File: src/rtl/riscv_mc_ctrl.sv
// riscv_mc_ctrl -- multicycle control unit for a small RV32I subset
// (R-type ALU, I-type ALU, LW, SW).
//
// Each instruction walks FETCH -> DECODE -> EXEC -> [MEM] -> [WB]. Any
// opcode outside the subset, and a data access that never completes, park
// the FSM in TRAP. Only rst leaves TRAP.
//
// Ports
//   clock     in   1      sole clock, rising edge
//   rst       in   1      synchronous active-high reset
//   instruct  in   32     instruction word for the current PC
//   dmem_ack  in   1      data memory finished the current access
//   ir_we     out  1      load instruct into the instruction register
//   pc_we     out  1      advance PC by 4
//   alu_op    out  4      ALU control code
//   alu_src   out  1      ALU B select: 0 = Data2, 1 = sign-extended imm
//   reg_we    out  1      register file write enable
//   wb_sel    out  1      writeback select: 0 = ALUout, 1 = read_data
//   mem_read  out  1      data memory read enable
//   mem_write out  1      data memory write enable
//   dmem_req  out  1      data memory access request
//   state     out  3      current FSM state
//   trap      out  1      sticky illegal-instruction / timeout flag
//   instret   out  CNT_W  retired-instruction count (wraps)
//
// state  | meaning
// -------+---------------------------------------------------------------
// FETCH  | load IR, latch opcode/funct3/funct7[5]
// DECODE | classify the latched opcode, trap on anything unsupported
// EXEC   | drive ALU controls
// MEM    | data access for LW/SW, bounded wait for dmem_ack
// WB     | register writeback, PC advance, retire
// TRAP   | everything idle until rst

module riscv_mc_ctrl #(
    parameter int MEM_TIMEOUT = 15,
    parameter int CNT_W       = 32
) (
    input  logic             clock,
    input  logic             rst,
    input  logic [31:0]      instruct,
    input  logic             dmem_ack,
    output logic             ir_we,
    output logic             pc_we,
    output logic [3:0]       alu_op,
    output logic             alu_src,
    output logic             reg_we,
    output logic             wb_sel,
    output logic             mem_read,
    output logic             mem_write,
    output logic             dmem_req,
    output logic [2:0]       state,
    output logic             trap,
    output logic [CNT_W-1:0] instret
);

    localparam int WAIT_W = $clog2(MEM_TIMEOUT + 1);

    localparam logic [6:0] OP_R  = 7'b0110011;
    localparam logic [6:0] OP_I  = 7'b0010011;
    localparam logic [6:0] OP_LW = 7'b0000011;
    localparam logic [6:0] OP_SW = 7'b0100011;

    typedef enum logic [2:0] {
        S_FETCH  = 3'd0,
        S_DECODE = 3'd1,
        S_EXEC   = 3'd2,
        S_MEM    = 3'd3,
        S_WB     = 3'd4,
        S_TRAP   = 3'd5
    } state_t;

    state_t             state_q, state_d;
    logic [6:0]         opcode_q;
    logic [2:0]         funct3_q;
    logic               funct7b5_q;
    logic               trap_q;
    logic               sw_done_q;
    logic [WAIT_W-1:0]  wait_q;
    logic [CNT_W-1:0]   instret_q;

    logic               is_r, is_i, is_lw, is_sw, is_legal;
    logic               wait_last;
    logic               retire;
    logic [3:0]         alu_op_dec;

    // Instruction bits this controller never looks at.
    logic unused_instr_bits;
    assign unused_instr_bits = ^{instruct[31], instruct[29:15], instruct[11:7]};

    assign is_r     = (opcode_q == OP_R);
    assign is_i     = (opcode_q == OP_I);
    assign is_lw    = (opcode_q == OP_LW);
    assign is_sw    = (opcode_q == OP_SW);
    assign is_legal = is_r | is_i | is_lw | is_sw;

    assign wait_last = (wait_q == WAIT_W'(MEM_TIMEOUT - 1));

    // A store retires on its ack cycle; everything else retires in WB.
    assign retire = (state_q == S_WB) ||
                    ((state_q == S_MEM) && is_sw && dmem_ack);

    // I-type funct3=101 is SRLI/SRAI, where funct7[5] picks arithmetic shift.
    always_comb begin
        alu_op_dec = 4'b0000;
        if (is_r)
            alu_op_dec = {funct7b5_q, funct3_q};
        else if (is_i)
            alu_op_dec = (funct3_q == 3'b101) ? {funct7b5_q, 3'b101}
                                              : {1'b0, funct3_q};
    end

    always_ff @(posedge clock) begin
        if (rst) begin
            state_q    <= S_FETCH;
            opcode_q   <= '0;
            funct3_q   <= '0;
            funct7b5_q <= 1'b0;
            trap_q     <= 1'b0;
            sw_done_q  <= 1'b0;
            wait_q     <= '0;
            instret_q  <= '0;
        end else begin
            state_q <= state_d;
            if (state_q == S_FETCH) begin
                opcode_q   <= instruct[6:0];
                funct3_q   <= instruct[14:12];
                funct7b5_q <= instruct[30];
            end
            if (state_d == S_TRAP)
                trap_q <= 1'b1;
            if (state_q != S_MEM)
                wait_q <= '0;
            else if (!dmem_ack)
                wait_q <= wait_q + WAIT_W'(1);
            // The store's PC advance is issued from this flop in the cycle
            // after the ack, so no output follows dmem_ack combinationally.
            sw_done_q <= (state_q == S_MEM) && is_sw && dmem_ack;
            if (retire)
                instret_q <= instret_q + CNT_W'(1);
        end
    end

    always_comb begin
        state_d   = state_q;
        ir_we     = 1'b0;
        pc_we     = 1'b0;
        alu_op    = 4'b0000;
        alu_src   = 1'b0;
        reg_we    = 1'b0;
        wb_sel    = 1'b0;
        mem_read  = 1'b0;
        mem_write = 1'b0;
        dmem_req  = 1'b0;
        state     = 3'd0;
        trap      = 1'b0;

        case (state_q)
            S_FETCH:  state_d = S_DECODE;
            S_DECODE: state_d = is_legal ? S_EXEC : S_TRAP;
            S_EXEC:   state_d = (is_lw || is_sw) ? S_MEM : S_WB;
            S_MEM: begin
                if (dmem_ack)
                    state_d = is_lw ? S_WB : S_FETCH;
                else if (wait_last)
                    state_d = S_TRAP;
            end
            S_WB:     state_d = S_FETCH;
            S_TRAP:   state_d = S_TRAP;
            default:  state_d = S_FETCH;
        endcase

        // Outputs are forced idle while rst is high, whatever the state.
        if (!rst) begin
            state = state_q;
            trap  = trap_q;
            ir_we = (state_q == S_FETCH);
            pc_we = (state_q == S_WB) || sw_done_q;
            if (state_q == S_EXEC || state_q == S_MEM || state_q == S_WB) begin
                alu_op  = alu_op_dec;
                alu_src = ~is_r;
            end
            dmem_req  = (state_q == S_MEM);
            mem_read  = (state_q == S_MEM) && is_lw;
            mem_write = (state_q == S_MEM) && is_sw;
            reg_we    = (state_q == S_WB);
            wb_sel    = (state_q == S_WB) && is_lw;
        end
    end

    assign instret = instret_q;

endmodule

File: config.mk
export PLATFORM = sky130hd
export DESIGN_NAME = riscv_mc_ctrl
export DESIGN_NICKNAME = d
export VERILOG_FILES = /design/src/rtl/riscv_mc_ctrl.sv
export SDC_FILE = /design/constraint.sdc
export NUM_CORES = 1
export LEC_CHECK = 0
export ABC_AREA = 0
export ABC_CLOCK_PERIOD_IN_PS = 3800
export CORE_MARGIN = 5
export CORE_UTILIZATION = 40
export CTS_CLUSTER_SIZE = 16
export DETAILED_ROUTE_END_ITERATION = 6
export PLACE_DENSITY_LB_ADDON = 0.12
export SLEW_MARGIN = 10
export SYNTH_ARGS = -nofsm -noshare
export SYNTH_HDL_FRONTEND = slang
export SYNTH_SLANG_ARGS = --single-unit
File: constraint.sdc
create_clock -name clock -period 3.8 [get_ports clock]
set_input_delay 0.76 -clock clock [delete_from_list [all_inputs] [get_ports clock]]
set_output_delay 0.76 -clock clock [all_outputs]
set_load 0.05 [all_outputs]
==> results by group <==
Die
  – Die Span X: 89.8 um
  – Core ar.: 6280 um2
  – Ports: 83
  – Cell Rows: 29
  – Die Span Y: 89.8 um
  – Starting Density: 0.406
  – Die footprint: 8060 um2

Global routing
  – Met1 Track Usage GR: 0.216
  – Global routing usage on met3: 0.0342
  – Largest net degree at the start of global routing: 34
  – GRT met2 Usage: 0.231
  – Initial antenna violation count: 0
  – Vias in the first global route: 2342
  – Gr busiest metal: met2
  – All-layer global routing usage: 0.153
  – First-pass GRT wire length: 10800 um
  – Grt ovf: 0

Routing
  – Routed WL: 6180 um
  – Post-route DRC: 0
  – DR iter-0 viols: 96
  – Routed Antenna Nets: 0
  – Vias post-DR: 2428
  – Drt first pass iters: 4
  – DR vias/cell: 5.37
  – Routed len/inst: 13.7 um

Synth
  – Syn Inst Count: 320
  – Adder-cell area share of the yosys netlist: 0.0147
  – Area leader, netlist: dfxtp_1
  – Synth cell types: 41
  – Post-Syn Area per Cell: 7.96 um2
  – Register area share after synthesis: 0.409
  – Mapped Area: 2550 um2
  – Simple-gate portion of the synthesized area: 0.294
  – Post-Synth XOR/XNOR Area: 0.0481
  – Mux cell area share after synthesis: 0
  – Syn Nets: 358
  – Yosys top cell area share: 0.409
  – Synth Area in Compound Gates: 0.184
  – Main combinational cell family by area after synthesis: simple AND/OR/NAND/NOR gates
  – Synth Register Bits: 52
  – Synth warn: 0
  – Area contributors post-synth: dfxtp_1 (41%), a21oi_1 (7.1%), nand2_1 (6.5%)

STA
  – Slew @ Worst Pin: 1100 ps
  – RSZ-0062 raised after global routing: no
  – Crit share post-route: 0.862
  – Final Worst Setup Slack: 525 ps
  – Minimum clock period: 3270 ps
  – Slew Limit Headroom: 0.261
  – Setup TNS: 0 ps
  – Worst clock skew: 6.24 ps
  – Hold Vio Cnt, Final: 0
  – Max Slew Vio Count: 0
  – Setup violations, final: 0
  – Fmax: 0.305 GHz

Clocking
  – Post-CTS resize count: 0
  – Max clock buf depth: 2
  – CTS clock-pin slew for the worst setup and hold paths: 90 ps
  – Clk sink count: 52
  – Clk root buf: clkbuf_8
  – CTS Buf Count: 5
  – Hold-fix buffers, CTS: 0
  – Clk_lat worst skew: 300 ps
  – H-Tree Level Count: 2
  – Post CTS Setup Buffer Count: 0
  – CTS tree: built

Run status
  – Status: finished clean

Power
  – Sequential power share: 0.530
  – Switching Power: 0.000347 W
  – Maximum vdd ir drop: 272 uV
  – Static leakage: 1.07 nW
  – Pwr Density: 345 nW/um2
  – Sw Ratio: 0.302
  – Internal Dissipation: 0.000800 W
  – Clock power frac: 0.283
  – Combinational share of power: 0.187

Placed design
  – Dpl cells: 444
  – GP Congestion: 0.826
  – Port Buf Inserts: 61
  – Pre-CTS setup slack: 513 ps
  – Post-DP HPWL: 4440 um

Cells and area
  – Commonest non-fill, non-tap cell in the layout: clkdlybuf4s50_1
  – ANT cells: 0
  – Fillers: 602
  – Nets: 412
  – P&R area growth vs syn: 30.5%
  – Commonest non-fill, non-tap cells in the layout: clkdlybuf4s50_1 (56), dfxtp_1 (52), nand2_1 (44), a21oi_1 (36), nor2_1 (25)
  – Non-Filler Instances: 452
  – Layout cell share with drive strength beyond 1: 0.0480

Setup path
  – Data required, critical path: 3040 ps
  – Crit. End Element: output pin
  – CP Max Fanout: 22
  – Crit Path Class: in2out
  – Type of origin of the critical path: input port
  – Critical path arrival: 2510 ps

Run
  – Max-cap viol count: 0

Hold path
  – Worst Hold Class: reg2reg
worst paths after layout:
path / end / cells after the start / startpoint / slack, ps
worst max-delay path: mem_write / 6 / rst / 530
worst min-delay path: funct7b5_q / 2 / funct7b5_q / 470
worst max register to register: instret[25] / 5 / state_q[0] / 1410
worst min register to register: funct7b5_q / 2 / funct7b5_q / 470
cells by family (layout without fill, tap and decap cells):
| group | Yosys count | in the layout |
|---|---|---|
| XOR/XNOR | 14 | 14 |
| AND/OR/NAND/NOR | 145 | 145 |
| adder cells (fa/ha/maj) | 3 | 3 |
| AO/OA/AOI/OAI | 76 | 76 |
| flip-flops | 52 | 52 |
| buffers and inverters | 30 | 85 |
flip-flops by register name, summed over array words and instances (netlist names):
| register | flops |
|---|---|
| instret | 32 |
| trap_q | 1 |
| funct3_q | 3 |
| opcode_q | 7 |
| sw_done_q | 1 |
| wait_q | 4 |
| funct7b5_q | 1 |
| state_q | 3 |
worst max-delay path, stage by stage:
cell and delay [ps]:
buf_2 230, nor2_1 210, nand3_1 220, inv_1 120, and3_1 170, clkdlybuf4s50_1 810
power groups by stage:
stage / Clock, W / Sequential, W / Combinational, W
CTS: 0.000335 / 0.000608 / 0.000216
floorplan: 0 / 0.000613 / 0.000161
detailed placement: 0 / 0.000621 / 0.000214
finish: 0.000324 / 0.000609 / 0.000214
global route: 0.000361 / 0.000615 / 0.000237
global placement: 0 / 0.000621 / 0.000212
layer usage:
| metal | up-vias | part of all wire |
|---|---|---|
| met4 | 0 | 0.010 |
| met3 | 7 | 0.047 |
| met1 | 1127 | 0.50 |
| met2 | 48 | 0.44 |
| met5 | - | 0 |
| li1 | 1246 | - |
Yosys cell counts, drive strengths merged:
master and count:
dfxtp 52, nand2 44, a21oi 36, nor2 25
clkbuf 13, inv 13, nand3 13, o21ai 13
or3 13, xnor2 11, and2 8, o31ai 8
or4 8, nand4 7, nor3 6, a211oi 5
nor2b 5, a2111oi 4, buf 4, and4 3
ha 3, nand2b 3, xor2 3, a2111o 2
and3 2, nand3b 2, a211o 1, a31oi 1
and4b 1, and4bb 1, nand4b 1, nand4bb 1
nor4 1, o21ba 1, o21bai 1, o221a 1
o22a 1, o22ai 1, o31a 1, or2 1
per-stage QoR:
| step | area (um2) | power [W] | util | hold slack [ps] |
|---|---|---|---|---|
| 2_1_floorplan | 2550 | 0.000774 | - | 437 |
| 3_3_place_gp | 3230 | 0.000833 | 0.515 | 446 |
| 3_5_place_dp | 3230 | 0.000836 | 0.515 | 455 |
| 4_1_cts | 3320 | 0.00116 | 0.529 | 469 |
| 5_1_grt | 3320 | 0.00121 | 0.529 | 500 |
| 6_report | 3320 | 0.00115 | 0.529 | 465 |
area by class of cell:
class	instances	area [um2]	area share
sequential	52	1040	0.313
inverter	13	48.8	0.0147
multi-input combinational	238	1380	0.414
clock buffer	6	82.6	0.0248
tap	77	96.3	0.0290
clock inverter	2	10.0	0.00301
timing repair buffer	64	668	0.201
Note: power is estimated with default switching activity, not from simulation.
